$ cat src/rtl/char_palette_fsm.sv
// Stateful per-character palette decoder: per-ghost NORMAL/FRIGHT/EATEN tracking,
// frame-based fright timer with end-of-fright flashing, one-stage registered output.
module char_palette_fsm #(
   parameter int N_GHOST       = 4,
   parameter int CHAR_W        = 4,
   parameter int FRIGHT_FRAMES = 360,
   parameter int FLASH_FRAMES  = 120,
   parameter int FLASH_HALF    = 7,
   parameter int TMR_W         = 9
) (
   input  logic               i_clk,
   input  logic               i_rst,
   input  logic               i_valid,
   input  logic [CHAR_W-1:0]  i_which_char,
   input  logic [1:0]         i_data_ghost,
   input  logic               i_data_pacman,
   input  logic               i_frame_tick,
   input  logic               i_fright_start,
   input  logic [N_GHOST-1:0] i_ghost_eaten,
   input  logic [N_GHOST-1:0] i_ghost_home,
   output logic               o_valid,
   output logic [3:0]         o_data_ghost_process,
   output logic [3:0]         o_data_pacman_process,
   output logic               o_fright_active,
   output logic               o_flashing
);

   localparam logic [3:0] COLOR_BLACK  = 4'd0;
   localparam logic [3:0] COLOR_BLUE   = 4'd1;
   localparam logic [3:0] COLOR_WHITE  = 4'd2;
   localparam logic [3:0] COLOR_RED    = 4'd3;
   localparam logic [3:0] COLOR_PINK   = 4'd4;
   localparam logic [3:0] COLOR_LBLUE  = 4'd5;
   localparam logic [3:0] COLOR_ORANGE = 4'd6;
   localparam logic [3:0] COLOR_YELLOW = 4'd7;

   localparam int DIV_W = (FLASH_HALF > 1) ? $clog2(FLASH_HALF) : 1;
   localparam logic [TMR_W-1:0] FRIGHT_C = TMR_W'(FRIGHT_FRAMES);
   localparam logic [TMR_W-1:0] FLASH_C  = TMR_W'(FLASH_FRAMES);
   localparam logic [TMR_W-1:0] ONE_C    = TMR_W'(1);
   localparam logic [DIV_W-1:0] DIV_LAST = DIV_W'(FLASH_HALF - 1);
   localparam logic [DIV_W-1:0] DIV_ONE  = DIV_W'(1);

   typedef enum logic [1:0] {
      MODE_NORMAL = 2'd0,
      MODE_FRIGHT = 2'd1,
      MODE_EATEN  = 2'd2
   } mode_e;

   mode_e            mode_q [N_GHOST];
   mode_e            mode_d [N_GHOST];
   logic [TMR_W-1:0] cnt_q, cnt_d;
   logic [DIV_W-1:0] div_q, div_d;
   logic             phase_q, phase_d;
   logic             valid_q;
   logic [3:0]       ghost_q, ghost_d;
   logic [3:0]       pacman_q, pacman_d;

   logic             flash_now, flash_next, expiry;
   mode_e            sel_mode;
   logic [3:0]       body_col;

   // Fright timer and flash divider
   always_comb begin
      flash_now = (cnt_q != '0) && (cnt_q <= FLASH_C);
      expiry    = i_frame_tick && (cnt_q == ONE_C) && !i_fright_start;
      cnt_d     = cnt_q;
      if (i_fright_start)
         cnt_d = FRIGHT_C;
      else if (i_frame_tick && (cnt_q != '0))
         cnt_d = cnt_q - ONE_C;
      flash_next = (cnt_d != '0) && (cnt_d <= FLASH_C);

      div_d   = div_q;
      phase_d = phase_q;
      // Divider only advances on ticks taken from inside the window, so entry starts at phase 0.
      if (i_fright_start || !flash_next) begin
         div_d   = '0;
         phase_d = 1'b0;
      end else if (i_frame_tick && flash_now) begin
         if (div_q == DIV_LAST) begin
            div_d   = '0;
            phase_d = ~phase_q;
         end else begin
            div_d = div_q + DIV_ONE;
         end
      end
   end

   always_comb begin
      for (int unsigned g = 0; g < N_GHOST; g++) begin
         mode_d[g] = mode_q[g];
         case (mode_q[g])
            MODE_NORMAL: if (i_fright_start) mode_d[g] = MODE_FRIGHT;
            MODE_FRIGHT: begin
               if (i_ghost_eaten[g])
                  mode_d[g] = MODE_EATEN;
               else if (expiry)
                  mode_d[g] = MODE_NORMAL;
            end
            MODE_EATEN:  if (i_ghost_home[g]) mode_d[g] = MODE_NORMAL;
            default:     mode_d[g] = MODE_NORMAL;
         endcase
      end
   end

   // Colour lookup uses the mode as it stood before this cycle's updates
   always_comb begin
      sel_mode = MODE_NORMAL;
      body_col = COLOR_WHITE;
      for (int unsigned g = 0; g < N_GHOST; g++) begin
         if (i_which_char == CHAR_W'(g + 1)) begin
            sel_mode = mode_q[g];
            case (g)
               0:       body_col = COLOR_RED;
               1:       body_col = COLOR_PINK;
               2:       body_col = COLOR_LBLUE;
               3:       body_col = COLOR_ORANGE;
               default: body_col = COLOR_WHITE;
            endcase
         end
      end

      ghost_d  = ghost_q;
      pacman_d = pacman_q;
      if (i_valid) begin
         pacman_d = i_data_pacman ? COLOR_YELLOW : COLOR_BLACK;
         case (sel_mode)
            MODE_FRIGHT: begin
               if (flash_now && phase_q) begin
                  case (i_data_ghost)
                     2'd0:    ghost_d = COLOR_BLACK;
                     2'd3:    ghost_d = COLOR_WHITE;
                     default: ghost_d = COLOR_RED;
                  endcase
               end else begin
                  case (i_data_ghost)
                     2'd0:    ghost_d = COLOR_BLACK;
                     2'd3:    ghost_d = COLOR_BLUE;
                     default: ghost_d = COLOR_WHITE;
                  endcase
               end
            end
            MODE_EATEN: begin
               case (i_data_ghost)
                  2'd1:    ghost_d = COLOR_BLUE;
                  2'd2:    ghost_d = COLOR_WHITE;
                  default: ghost_d = COLOR_BLACK;
               endcase
            end
            default: begin
               case (i_data_ghost)
                  2'd0:    ghost_d = COLOR_BLACK;
                  2'd1:    ghost_d = COLOR_BLUE;
                  2'd2:    ghost_d = COLOR_WHITE;
                  default: ghost_d = body_col;
               endcase
            end
         endcase
      end
   end

   always_ff @(posedge i_clk) begin
      if (i_rst) begin
         for (int unsigned g = 0; g < N_GHOST; g++)
            mode_q[g] <= MODE_NORMAL;
         cnt_q    <= '0;
         div_q    <= '0;
         phase_q  <= 1'b0;
         valid_q  <= 1'b0;
         ghost_q  <= COLOR_BLACK;
         pacman_q <= COLOR_BLACK;
      end else begin
         for (int unsigned g = 0; g < N_GHOST; g++)
            mode_q[g] <= mode_d[g];
         cnt_q    <= cnt_d;
         div_q    <= div_d;
         phase_q  <= phase_d;
         valid_q  <= i_valid;
         ghost_q  <= ghost_d;
         pacman_q <= pacman_d;
      end
   end

   assign o_valid               = valid_q;
   assign o_data_ghost_process  = ghost_q;
   assign o_data_pacman_process = pacman_q;
   assign o_fright_active       = (cnt_q != '0);
   assign o_flashing            = flash_now;

endmodule

$ cat config.mk
export PLATFORM = sky130hd
export DESIGN_NAME = char_palette_fsm
export DESIGN_NICKNAME = d
export VERILOG_FILES = /design/src/rtl/char_palette_fsm.sv
export SDC_FILE = /design/constraint.sdc
export NUM_CORES = 1
export LEC_CHECK = 0
export BUFFER_PORTS_ARGS = -buffer_cell sky130_fd_sc_hd__clkbuf_2
export CORE_ASPECT_RATIO = 1.4
export CORE_UTILIZATION = 55
export DETAILED_ROUTE_END_ITERATION = 10
export PLACE_DENSITY = 0.79
export SLEW_MARGIN = 10
export SYNTH_ARGS = -nofsm -noshare
export SYNTH_HDL_FRONTEND = slang
export SYNTH_SLANG_ARGS = --single-unit
$ cat constraint.sdc
create_clock -name i_clk -period 2.7 [get_ports i_clk]
set_clock_uncertainty 0.1 [all_clocks]
set_input_delay 0.27 -clock i_clk [delete_from_list [all_inputs] [get_ports i_clk]]
set_output_delay 0.27 -clock i_clk [all_outputs]
set_load 0.02 [all_outputs]
# Word-level counts from Yosys, hierarchy flattened
# Memories as Yosys holds them, arrays and structs flattened.
# Index checks and enable logic that the tools add are counted.
# totals
ramBits	8
regBits	22
out_inout_bits	11
word_cells	99
n_memories	1
# memory_table
memory	depth	word_bits	rd	rd_ports_with_merged_regs	write_ports	line_no	source
mode_q	4	2	4	0	4	50	mode_e mode_q [N_GHOST];
# op_classes
n_lt_le_gt_ge	2
add_sub_neg	2
n_bitwise	5
eq_ne	19
muxes	45
reduce_logical	19
# op_table
operator	n
2-bit 2-to-1 mux	24
2-bit case mux with 3 select lines	4
9-bit by 7-bit less-or-equal comparator with 1-bit output, second input constant	2
9-bit 2-to-1 mux	2
9-bit nonzero test	2
4-bit 2-to-1 mux	4
2-bit == test, second input constant	7
2-bit by 1-bit == test with 1-bit output, second input constant	6
2-bit case mux with 2 select lines	3
4-bit case mux with 3 select lines	1
2-bit zero test	5
9-bit by 1-bit == test with 1-bit output, second input constant	1
9-bit by 1-bit subtractor with 9-bit output, second input constant	1
4-bit by 2-bit == test with 1-bit output, second input constant	2
4-bit case mux with 2 select lines	1
1-bit logical AND	7
3-bit 2-to-1 mux	2
4-bit by 1-bit == test with 1-bit output, second input constant	1
4-bit by 3-bit == test with 1-bit output, second input constant	1
1-bit 2-to-1 mux	4
1-bit OR	4
3-bit by 1-bit adder with 3-bit output, second input constant	1
3-bit == test, second input constant	1
1-bit zero test	2
4 further kinds	4

# Logic depth before layout (Yosys ltp)
# logic_depth
word_depth	9
ltp_mapped	11
mapped_depth_nobuf	11

# Worst setup path after synthesis
# Ideal clock, no wire load.
# synth_timing
path_kind	reg-to-reg
from	register cnt_q[0]
to	register ghost_q[0] (netlist: o_data_ghost_process[0])
n_path_buf	0
stages_incl_launch_ff	9
setup_time_ps	130
synth_period_minus_slack_ps	2388
arrival_ps	2158
path_slack_ps	312
path_cell_list	dfxtp_1 inv_1 ha_1 or3b_2 o221a_2 nand2_1 mux2_2 a221oi_1 nor4_1
# synth_between
elab_chain_len	5
word_cells_on_any_way	6
classes_between	order compare: 1; mux: 2; reduce/logical: 3
# synth_lines
element	line_no	source
start: declaration	52	logic [TMR_W-1:0] cnt_q, cnt_d;
start signal: assignment	176	cnt_q <= cnt_d;
9-bit by 7-bit less-or-equal comparator with 1-bit output / 9-bit nonzero test (equally long branches)	65	flash_now = (cnt_q != '0) && (cnt_q <= FLASH_C);
1-bit logical AND (*)	65	
named net o_flashing	25	output logic o_flashing
1-bit logical AND (*)	130	if (flash_now && phase_q) begin
4-bit 2-to-1 mux (*)	130	
4-bit case mux with 2 select lines (*)	128	case (sel_mode)
end signal: assignment	180	ghost_q <= ghost_d;
end: declaration	56	logic [3:0] ghost_q, ghost_d;
# The timed path passes the listed nets; every way through them passes the cells marked *.
# A chain may end at the register's enable or synchronous reset.

# Worst setup path in the final report
# layout_timing
from	register cnt_q[0]
to	register ghost_q[0] (netlist: o_data_ghost_process[0])
# layout_between
elab_chain_len	5
word_cells_on_any_way	6
classes_between	order compare: 1; mux: 2; reduce/logical: 3
# layout_lines
element	line_no
9-bit by 7-bit less-or-equal comparator with 1-bit output / 9-bit nonzero test (equally long branches)	65
1-bit logical AND (*)	65
1-bit logical AND (*)	130
4-bit 2-to-1 mux (*)	130
4-bit case mux with 2 select lines (*)	128
# Every way passes the cells marked *; elsewhere a longest branch is shown, timed or not.

==> summary.md <==
The run finished with clean final reports. The worst-case register-to-register setup slack was 0.23 ns. The width of the chip was 48.8 microns; the post-synthesis cell count was 207. Adding up every negative setup slack in the final design gives 0 ns. The number of global-route vias before repair is 1545, and the synthesis warning total is 0.

Sequential cells were found to cover 30.9% of the synthesized design area. Final weighted congestion in routability-driven placement: 1.02. The worst setup path is launched from a flop. The tools report the CTS root buffer as clkbuf_8. The share of flip-flops with an asynchronous set or reset was 0%; the post-detailed-placement half-perimeter wirelength was 2910 microns. Based on the critical path, the design can be clocked at up to 0.405 GHz. The mean post-synth cell area was 8.14 sq um.

The logs give 58.5% for the starting density of the core and 0 for the count of endpoints failing hold in the final timing report. In this run the static leakage power is 0.801 nW. For the worst flop-to-flop path, the logic depth is 8.

The logs give 0 for the number of nets still failing antenna checks after routing and 49 for the number of distinct library cells after synthesis. TritonCTS built the clock tree. The logs give 0 for the antenna diode count and 269 for the count of placed standard cells in the final layout, fillers left out. The via total after detailed routing is 1569, and the number of enable flip-flop cells after synthesis is 0.

The area growth from synthesis to layout is 12.6%. In the layout the commonest cells are nor2_1 (40), clkbuf_2 (28), dfxtp_1 (26). The run gives 37 as the number of DRC markers after the initial detailed-route iteration. The run gives 3290 sq um as the full die area. The number of antenna violations at the first check in global routing is 0, and the overall track demand over capacity in global routing is 24.7%.

Traced cell by cell, the critical path runs through inv_1 -> ha_1 -> or3b_2 -> o221a_2 -> nand2_1 -> mux2_2 -> a221oi_1 -> nor4_1. For the worst setup path, the data required time is 2.76 ns. In this run, flip-flops and latches consume 44.1% of the power. The delay of the slowest cell on the worst path is 0.47 ns. The logs give 0 for the max-slew violation total from the final report and 6290 microns for the first-pass GRT wire length. The pin count of the biggest net entering global routing came out at 18. The average wire per standard cell came out at 13.8 microns.

Combinational logic burns 23.5% of the power. The logs give 23 for the standard-cell row count and 705 uW for the internal power consumption. The sink count of the clock tree is 26, and the number of nets in the finished design is 263. The power density over the cells was 521 nW/um^2.

The height of the chip came out at 67.5 microns. Buffers inserted during clock tree synthesis total 3. The final critical path takes up 91.5% of the cycle.

The total iterations of the first detailed-routing run is 4. For the final count of negative-setup-slack endpoints, the log shows 0. After clock tree synthesis, the flow added hold-fix buffers numbering 0. Once placement finished, the instance area stood at 1830 sq um. After clock tree synthesis, the clock-pin slew on the worst setup and hold paths is 0.09 ns.

Hold is met by 0.150 ns. The worst hold path passes through 3 cells. The number of H-tree levels was 1; the worst vdd rail ir drop was 0.000526 V. The count of port buffers added during placement came out at 28. The critical path in this run is classified as reg -> reg.

In this run the worst path has a maximum fanout of 9. Total wirelength of the detailed-routed design: 3730 microns. Leaving out fill and tap cells, the most frequent cell in the layout is nor2_1. In this run, placement finished with an instance count of 265.

STA classifies the critical path endpoint as a flop. The fraction of layout instances using a drive strength above 1 is 21.1%. The final period demand of the worst path is 2.47 ns. Dividing the detail-routed via count by the number of cells gives 5.83. For the total I/O pin count, the log shows 31.

The tightest min-delay check is of the in -> reg type. Setup repair after global routing left no endpoint under its margin. Core box area: 2880 sq um. The synthesized design contains 26 register bits. In this run the power spent charging and discharging nets is 284 uW. The clock network fraction of design power is 32.4%. The slowest stage of the critical path belongs to the cell or3b_2. Summing every instance area after synthesis gives 1680 sq um.

STA puts the critical path data arrival time at 2.53 ns. Final core area utilization: 65.9%. Insertion delay to the later sink of the worst-skew pair: 0.27 ns.

Global routing finished with a remaining overflow of 0. The logs give 0 for the number of buffers inserted by post-CTS setup repair and 0 for the DRC violation count after routing. After routing the design area is 1900 sq um.

The clock passes through at most 2 buffers. For this run, the leading register cell type out of synthesis is dfxtp_1. Number of maximum-capacitance violations: 0. Net switching is 28.7% of the power.

The run gives 0 as the post-cts gate resize count.
## cells by family (layout without fill, tap and decap cells)
| logic type | after synthesis | after routing | synth area share, % |
|---|---|---|---|
| XOR/XNOR | 2 | 2 | 1.04 |
| adder cells (fa/ha/maj) | 10 | 10 | 7.43 |
| AO/OA/AOI/OAI | 36 | 36 | 14.4 |
| other | 1 | 2 | 0.223 |
| multiplexers | 12 | 12 | 7.43 |
| flip-flops | 26 | 26 | 30.9 |
| buffers and inverters | 23 | 47 | 7.13 |
| AND/OR/NAND/NOR | 97 | 97 | 31.4 |
## worst max-delay path, delay by kind of cell, from the launching register on
family                   cells  cell delay [ns]
buffers and inverters        1             0.10
AO/OA/AOI/OAI                2             0.55
flip-flops                   1             0.34
multiplexers                 1             0.32
adder cells (fa/ha/maj)      1             0.31
AND/OR/NAND/NOR              3             0.63
## path summary, 6_finish.rpt
| path | startpoint | end |
|---|---|---|
| worst max register to register | cnt_q[0] | o_data_ghost_process[0] |
| worst min-delay path | i_data_pacman | o_data_pacman_process[1] |
| worst min register to register | mode_q[3][1] | mode_q[3][0] |
| worst max-delay path | cnt_q[0] | o_data_ghost_process[0] |
## final cells by class
class                      count  area, sq um
tap                           37         46.3
timing repair buffer          32          170
inverter                      11         41.3
multi-input combinational    159         1050
clock buffer                   3         41.3
fill                         260          981
sequential                    26          520
clock inverter                 1         30.0
## power groups by stage
stage | Clock, mW | Combinational, mW | Sequential [mW]
after CTS | 0.331 | 0.232 | 0.435
final | 0.321 | 0.232 | 0.436
after floorplan | 0 | 0.178 | 0.437
after global routing | 0.348 | 0.257 | 0.440
after detailed placement | 0 | 0.231 | 0.444
after global placement | 0 | 0.228 | 0.444
## Yosys cell counts, types with 8 or more instances
library cell  count  share of area, %
inv_1            11               2.5
mux2i_1           8               4.8
ha_1             10               7.4
dfxtp_1          26                31
a21oi_1          12               3.6
nand2_1          11               2.5
nor2_1           40               8.9
nor3_1           10               3.0
## registers in the layout (all words and copies together), names as in the netlist
name / cells
o_data_pacman_process: 1
o_valid: 1
phase_q: 1
mode_q: 8
div_q: 3
cnt_q: 9
o_data_ghost_process: 3
## per-layer routing
metal	GRT usage [%]	part of all wire, %	vias up	routed length [microns]
li1	-	-	782	-
met5	0	0	-	0
met1	25.3	41	732	1540
met3	2.93	4.4	8	163
met2	49.1	52	47	1940
met4	12.5	2.0	0	75
## through the flow
stage               setup slack (ns)  power, mW
global placement               0.297      0.672
CTS                            0.236      0.998
global route                  0.0941       1.05
floorplan                      0.312      0.615
detailed placement             0.269      0.676
finish                         0.229      0.989
(Power assumes the default switching activity.)
